[src/rtl/arb2_sel.sv]
// arb2_sel: two-channel round-robin arbiter feeding a single registered output slot.
// A word is captured from the winning channel whenever the slot is empty or is being
// drained in the same cycle, giving one word per cycle under continuous out_ready.
// The registered sel output drives the downstream 2:1 mux select.
//
// Optional build macro: ARB2_SEL_STATS_EN
//   Defined   - adds cnt0/cnt1, 16-bit saturating per-channel capture counters.
//   Undefined - counters and their ports are absent; behaviour is otherwise identical.

module arb2_sel #(
    parameter int unsigned WIDTH = 8
) (
    input  logic             clock,
    input  logic             reset,
    input  logic             req0,
    input  logic             req1,
    input  logic [WIDTH-1:0] data0,
    input  logic [WIDTH-1:0] data1,
    input  logic             out_ready,
    output logic             gnt0,
    output logic             gnt1,
    output logic             sel,
    output logic             out_valid,
    output logic [WIDTH-1:0] out_data
`ifdef ARB2_SEL_STATS_EN
    ,
    output logic [15:0]      cnt0,
    output logic [15:0]      cnt1
`else
    // No statistics ports in this build.
`endif
);

    typedef enum logic [0:0] {
        StIdle = 1'b0,
        StHold = 1'b1
    } state_t;

    state_t           state_q, state_d;
    logic             prio_q, prio_d;
    logic             sel_q, sel_d;
    logic             out_valid_q, out_valid_d;
    logic [WIDTH-1:0] out_data_q, out_data_d;
    logic             gnt0_q, gnt0_d;
    logic             gnt1_q, gnt1_d;

    logic             any_req;
    logic             slot_free;
    logic             capture;
    logic             winner;
    logic [WIDTH-1:0] win_data;

    // Arbitration: lone requester wins; on contention the priority pointer decides.
    always_comb begin
        any_req   = req0 | req1;
        slot_free = (state_q == StIdle) || ((state_q == StHold) && out_ready);
        capture   = slot_free && any_req;
        if (req0 && req1) begin
            winner = prio_q;
        end else begin
            winner = req1;
        end
        win_data = winner ? data1 : data0;
    end

    // Next-state and datapath update for the output slot.
    always_comb begin
        state_d     = state_q;
        prio_d      = prio_q;
        sel_d       = sel_q;
        out_valid_d = out_valid_q;
        out_data_d  = out_data_q;
        gnt0_d      = 1'b0;
        gnt1_d      = 1'b0;

        unique case (state_q)
            StIdle: begin
                if (capture) begin
                    state_d     = StHold;
                    out_valid_d = 1'b1;
                    out_data_d  = win_data;
                    sel_d       = winner;
                    prio_d      = ~winner;
                    gnt0_d      = ~winner;
                    gnt1_d      = winner;
                end
            end
            StHold: begin
                if (out_ready) begin
                    if (capture) begin
                        // Drain and refill in the same cycle: slot stays valid.
                        out_valid_d = 1'b1;
                        out_data_d  = win_data;
                        sel_d       = winner;
                        prio_d      = ~winner;
                        gnt0_d      = ~winner;
                        gnt1_d      = winner;
                    end else begin
                        // Slot drained; data and sel keep their last values.
                        state_d     = StIdle;
                        out_valid_d = 1'b0;
                    end
                end
            end
            default: begin
                state_d     = StIdle;
                out_valid_d = 1'b0;
            end
        endcase
    end

    // FSM state register.
    always_ff @(posedge clock or posedge reset) begin
        if (reset) begin
            state_q <= StIdle;
        end else begin
            state_q <= state_d;
        end
    end

    // Output slot, priority pointer and grant pulses; reset drops any held word.
    always_ff @(posedge clock or posedge reset) begin
        if (reset) begin
            prio_q      <= 1'b0;
            sel_q       <= 1'b0;
            out_valid_q <= 1'b0;
            out_data_q  <= '0;
            gnt0_q      <= 1'b0;
            gnt1_q      <= 1'b0;
        end else begin
            prio_q      <= prio_d;
            sel_q       <= sel_d;
            out_valid_q <= out_valid_d;
            out_data_q  <= out_data_d;
            gnt0_q      <= gnt0_d;
            gnt1_q      <= gnt1_d;
        end
    end

    assign gnt0      = gnt0_q;
    assign gnt1      = gnt1_q;
    assign sel       = sel_q;
    assign out_valid = out_valid_q;
    assign out_data  = out_data_q;

`ifdef ARB2_SEL_STATS_EN
    logic [15:0] cnt0_q, cnt0_d;
    logic [15:0] cnt1_q, cnt1_d;

    // Saturating per-channel capture counters.
    always_comb begin
        cnt0_d = cnt0_q;
        cnt1_d = cnt1_q;
        if (capture && !winner && (cnt0_q != 16'hFFFF)) begin
            cnt0_d = cnt0_q + 16'd1;
        end
        if (capture && winner && (cnt1_q != 16'hFFFF)) begin
            cnt1_d = cnt1_q + 16'd1;
        end
    end

    // Counter registers.
    always_ff @(posedge clock or posedge reset) begin
        if (reset) begin
            cnt0_q <= '0;
            cnt1_q <= '0;
        end else begin
            cnt0_q <= cnt0_d;
            cnt1_q <= cnt1_d;
        end
    end

    assign cnt0 = cnt0_q;
    assign cnt1 = cnt1_q;
`else
    // Statistics counters not built.
`endif

endmodule
[config.mk]
export PLATFORM = sky130hd
export DESIGN_NAME = arb2_sel
export DESIGN_NICKNAME = d
export VERILOG_FILES = /design/src/rtl/arb2_sel.sv
export SDC_FILE = /design/constraint.sdc
export NUM_CORES = 1
export LEC_CHECK = 0
export ABC_AREA = 0
export CAP_MARGIN = 40
export CORE_MARGIN = 2
export CORE_UTILIZATION = 41
export DETAILED_ROUTE_END_ITERATION = 8
export PLACE_DENSITY = 0.87
export SLEW_MARGIN = 15
export SYNTH_ARGS = -nofsm -noshare
export SYNTH_HDL_FRONTEND = slang
export SYNTH_SLANG_ARGS = --single-unit
[constraint.sdc]
create_clock -name clock -period 2.73 [get_ports clock]
set_input_delay 0.4095 -clock clock [delete_from_list [all_inputs] [get_ports clock]]
set_output_delay 0.4095 -clock clock [all_outputs]
set_load 0.05 [all_outputs]
# Yosys cells after proc, flatten, opt, wreduce, memory -nomap -nowiden
# Index checks and enable logic that the tools add are counted.
[word_totals]
register_bits = 14
output_inout_bits = 12
[op_classes]
eq_ne = 2
n_mux = 23
bitwise_logic = 3
reduce_logical = 5
[op_table]
columns = ["operator", "n"]
rows = [
  ["8-bit two-way mux", 3],
  ["8-bit one-hot mux with 2 select lines", 1],
  ["1-bit two-way mux", 13],
  ["1-bit one-hot mux with 2 select lines", 6],
  ["2-bit != test (second input constant)", 2],
  ["1-bit logical AND", 3],
  ["1-bit NOT", 2],
  ["2-bit AND reduction", 1],
  ["1-bit logical OR", 1],
  ["1-bit bitwise OR", 1],
]

# Depth between registers and ports, before layout
[logic_depth]
depth_word = 6
ltp_mapped = 4
ltp_nobuf = 3

# Least setup slack after synthesis
# No wires, ideal clock.
[synth_timing]
path_kind = "input to register"
startpoint = "input out_ready"
endpoint = "register out_data_q[0], in the netlist out_data[0]"
setup_time_ps = 126
arrival_time_ps = 1080
setup_slack_ps = 1524
cell_stages = 4
cell_sequence = "nand2b_4 and3_4 buf_6 a221o_1"
[synth_between]
elab_chain_len = 6
word_cells_on_any_way = 7
[synth_rtl]
columns = ["item", "line", "rtl"]
rows = [
  ["from (decl)", "19", "input logic out_ready,"],
  ["1-bit logical AND", "56", "slot_free = (state_q == StIdle) || ((state_q == StHold) && out_ready);"],
  ["1-bit logical OR", "56", ""],
  ["1-bit logical AND", "57", "capture = slot_free && any_req;"],
  ["8-bit two-way mux (2 in a row)", "--", ""],
  ["8-bit one-hot mux with 2 select lines", "--", ""],
  ["to (signal assigned)", "134", "out_data_q <= out_data_d;"],
  ["to (decl)", "43", "logic [WIDTH-1:0] out_data_q, out_data_d;"],
]
# Parallel ways exist; a longest one is shown, timed or not. The select of a mux whose other input is x is not followed.
# A chain may end at the register's enable or synchronous reset.

# Worst setup path in the final report
[layout_timing]
startpoint = "register out_data_q[5], in the netlist out_data[5]"
endpoint = "output out_data[5]"
[layout_lines]
columns = ["item", "line", "rtl"]
rows = [
  ["to (decl)", "24", "output logic [WIDTH-1:0] out_data"],
]
# No word-level cell between the ends.

==> impl_metrics.csv <==
group,metric,value,unit
global_route,grt_max_degree,15,
clock_network,htreeDepth,1,
critical_path,critPathBufInv,1,
pwr,power.leakage,0.000426,uW
min_path,hold_class,"input port to async pin",
final_layout,syn2layout_area_growth,51.4,%
routing,routed_wl,1.50,mm
pwr,ir_drop,0.321,mV
critical_path,slowest_stage,"clkdlybuf4s50_1",
global_route,grt_pass1_vias,558,
clock_network,clock_path_buffers,2,
pwr,intPower,411,uW
clock_network,clkLatencyLatePin,0.27,ns
routing,first_pass_iters,4,
routing,drtIter0Drc,13,
routing,antenna_left,0,
die,die_w,43.7,um
die,num_rows,14,
routing,vias,564,
routing,vias_per_cell,5.32,
critical_path,r2r_slack,1.33,ns
clock_network,cts-root-buf,"clkbuf_4",
timing,slew_headroom,49.1,%
placed_design,port_buffers,32,
synth,ys_types,16,
clock_network,holdBufCountCts,0,
critical_path,worstPathRequired,2.32,ns
timing,period_share,68.2,%
timing,fin_skew,0.00244,ns
placed_design,gp_congestion,0.731,
die,initial_core_util,43.4,%
clock_network,clkSlewWorstSetupHoldPaths,0.08,ns
synth,syn_inst,59,
final_layout,diodes,0,
final_layout,nets,112,
pwr,cellPowerDensity,646,nW/um2
timing,fin_tns_setup,0,ns
pwr,p_switching,220,uW
routing,drc_errors,0,
pwr,sw_frac_of_total,34.9,%
final_layout,mostFrequentLayoutCells,"clkdlybuf4s50_1 (32), dfrtp_1 (14), nand2_1 (12), nor3_1 (8), a221o_1 (8)",
critical_path,path_cells,"clkdlybuf4s50_1",
die,die_h,43.7,um
synth,ys_seq_area_share,54.3,%
timing,tightest_slew,0.758,ns
final_layout,layout-drive-gt1-share,8.89,%
clock_network,cts.repair.resized,0,
critical_path,path_max_fanout,2,
pwr,power,631,uW
synth,yosysWarningCount,0,
clock_network,post_cts_buffers,0,
critical_path,endpoint_kind,"output pin",
clock_network,cts_tree,"built",
critical_path,critPathLaunch,"out_data[5]$_DFFE_PP0P_",
global_route,track_usage,17.5,%
clock_network,numCtsBuffers,3,
critical_path,critical_path.max_stage_delay,0.81,ns
critical_path,path_depth,1,
synth,syn_area,646,um2
synth,syn-num-nets,80,
final_layout,layout_commonest_cell,"clkdlybuf4s50_1",
placed_design,dp_cells,102,
critical_path,crit_path_end,"out_data[5]",
timing,finalCriticalPeriod,1.86,ns
critical_path,crit_arrival,1.45,ns
pwr,p_seq_share,39.8,%
critical_path,critPathKind,"register to output pin",
final_layout,stdcell_count,106,
die,ios,33,
global_route,antenna_found_initial,0,
routing,wire_per_inst,14.2,um
timing,rsz0062_at_grt,"no",
placed_design,hpwl,1.14,mm
timing,finalMaxSlewViolations,0,
timing,hold_violations,0,
die,core_area,1490,um2
global_route,grt_pass1_wl,2.42,mm
pwr,pwr-share-clk,23.0,%
run,maxCapViolCount,0,
outcome,outcome,"completed",
pwr,comb_power_share,37.2,%
global_route,grt_overflow,0,
die,die_area,1910,um2
synth,ys_ff_latch,14,
timing,fmax,537,MHz
clock_network,cts_sinks,14,
synth,avgSynthCellArea,10.9,um2
timing,whs,0.486,ns
timing,setup_viol,0,
critical_path,r2r_cells,3,
critical_path,r2r-start,"prio_q$_DFFE_PP0P_",
critical_path,critPathTopFamily,"buffers and inverters",
critical_path,r2r_end,"out_data[6]$_DFFE_PP0P_",
critical_path,startpoint_type,"register",
flip-flops by register name (all words and copies together), names as in the netlist:
| register | cells |
|---|---|
| out_data | 8 |
| gnt0 | 1 |
| gnt1 | 1 |
| out_valid | 1 |
| prio_q | 1 |
| sel | 1 |
| state_q | 1 |
area by class of cell:
class / instances / area [um2]
fillers: 130 / 512
inverters: 3 / 11.3
flip-flops and latches: 14 / 350
well taps: 16 / 20.0
multi-input cells: 37 / 239
repair buffers: 32 / 320
clock buffers: 4 / 36.3
per-stage QoR:
step / utilization (%) / worst slack [ns] / cell area (um2)
floorplan: - / 1.52 / 646
global placement: 63.2 / 0.734 / 941
detailed placement: 63.2 / 0.638 / 941
CTS: 65.6 / 0.862 / 977
global route: 65.6 / 0.814 / 977
finish: 65.6 / 0.869 / 977
Yosys cell counts, drive strengths merged:
library cell,instances,area (um2)
nor3,8,40.0
and2b,1,8.76
nand2,12,45.0
inv,3,11.3
a21oi,2,10.0
nor2b,1,6.26
dfrtp,14,350
or3,1,6.26
a221o,8,80.1
nor3b,1,12.5
clkbuf,1,3.75
o21ai,1,5.00
and3,1,11.3
nand2b,1,13.8
buf,4,41.3
power by group through the flow:
stage          Sequential (uW)  Clock (uW)  Combinational [uW]
2_1_floorplan              345           0                59.4
3_3_place_gp               255           0                 232
3_5_place_dp               255           0                 236
4_1_cts                    251         150                 236
5_1_grt                    255         158                 246
6_report                   251         145                 235
logic make-up (layout without fill, tap and decap cells):
| kind of cell | count (synthesis) | count (layout) | synth area share (%) |
|---|---|---|---|
| flops | 14 | 14 | 54.3 |
| buf+inv | 8 | 39 | 8.72 |
| simple gates | 26 | 26 | 22.3 |
| compound gates | 11 | 11 | 14.7 |
layer usage:
layer  vias up  wire length, um  global-route usage, %
met5         -                0                      0
met4         0                0                   7.27
met3         0               57                   3.75
met2        15              817                   28.5
met1       280              630                   22.3
li1        269                -                      -
how the worst min path moves through the flow:
stage	start	to	depth (start not counted)
3_3_place_gp	out_valid$_DFFE_PP0P_	out_valid$_DFFE_PP0P_	2
3_5_place_dp	out_valid$_DFFE_PP0P_	out_valid$_DFFE_PP0P_	2
2_1_floorplan	reset	gnt0$_DFF_PP0_	1
4_1_cts	out_valid$_DFFE_PP0P_	out_valid$_DFFE_PP0P_	2
5_1_grt	out_valid$_DFFE_PP0P_	out_valid$_DFFE_PP0P_	2
6_report	reset	out_data[5]$_DFFE_PP0P_	2
Power figures use the tool's default switching activity.
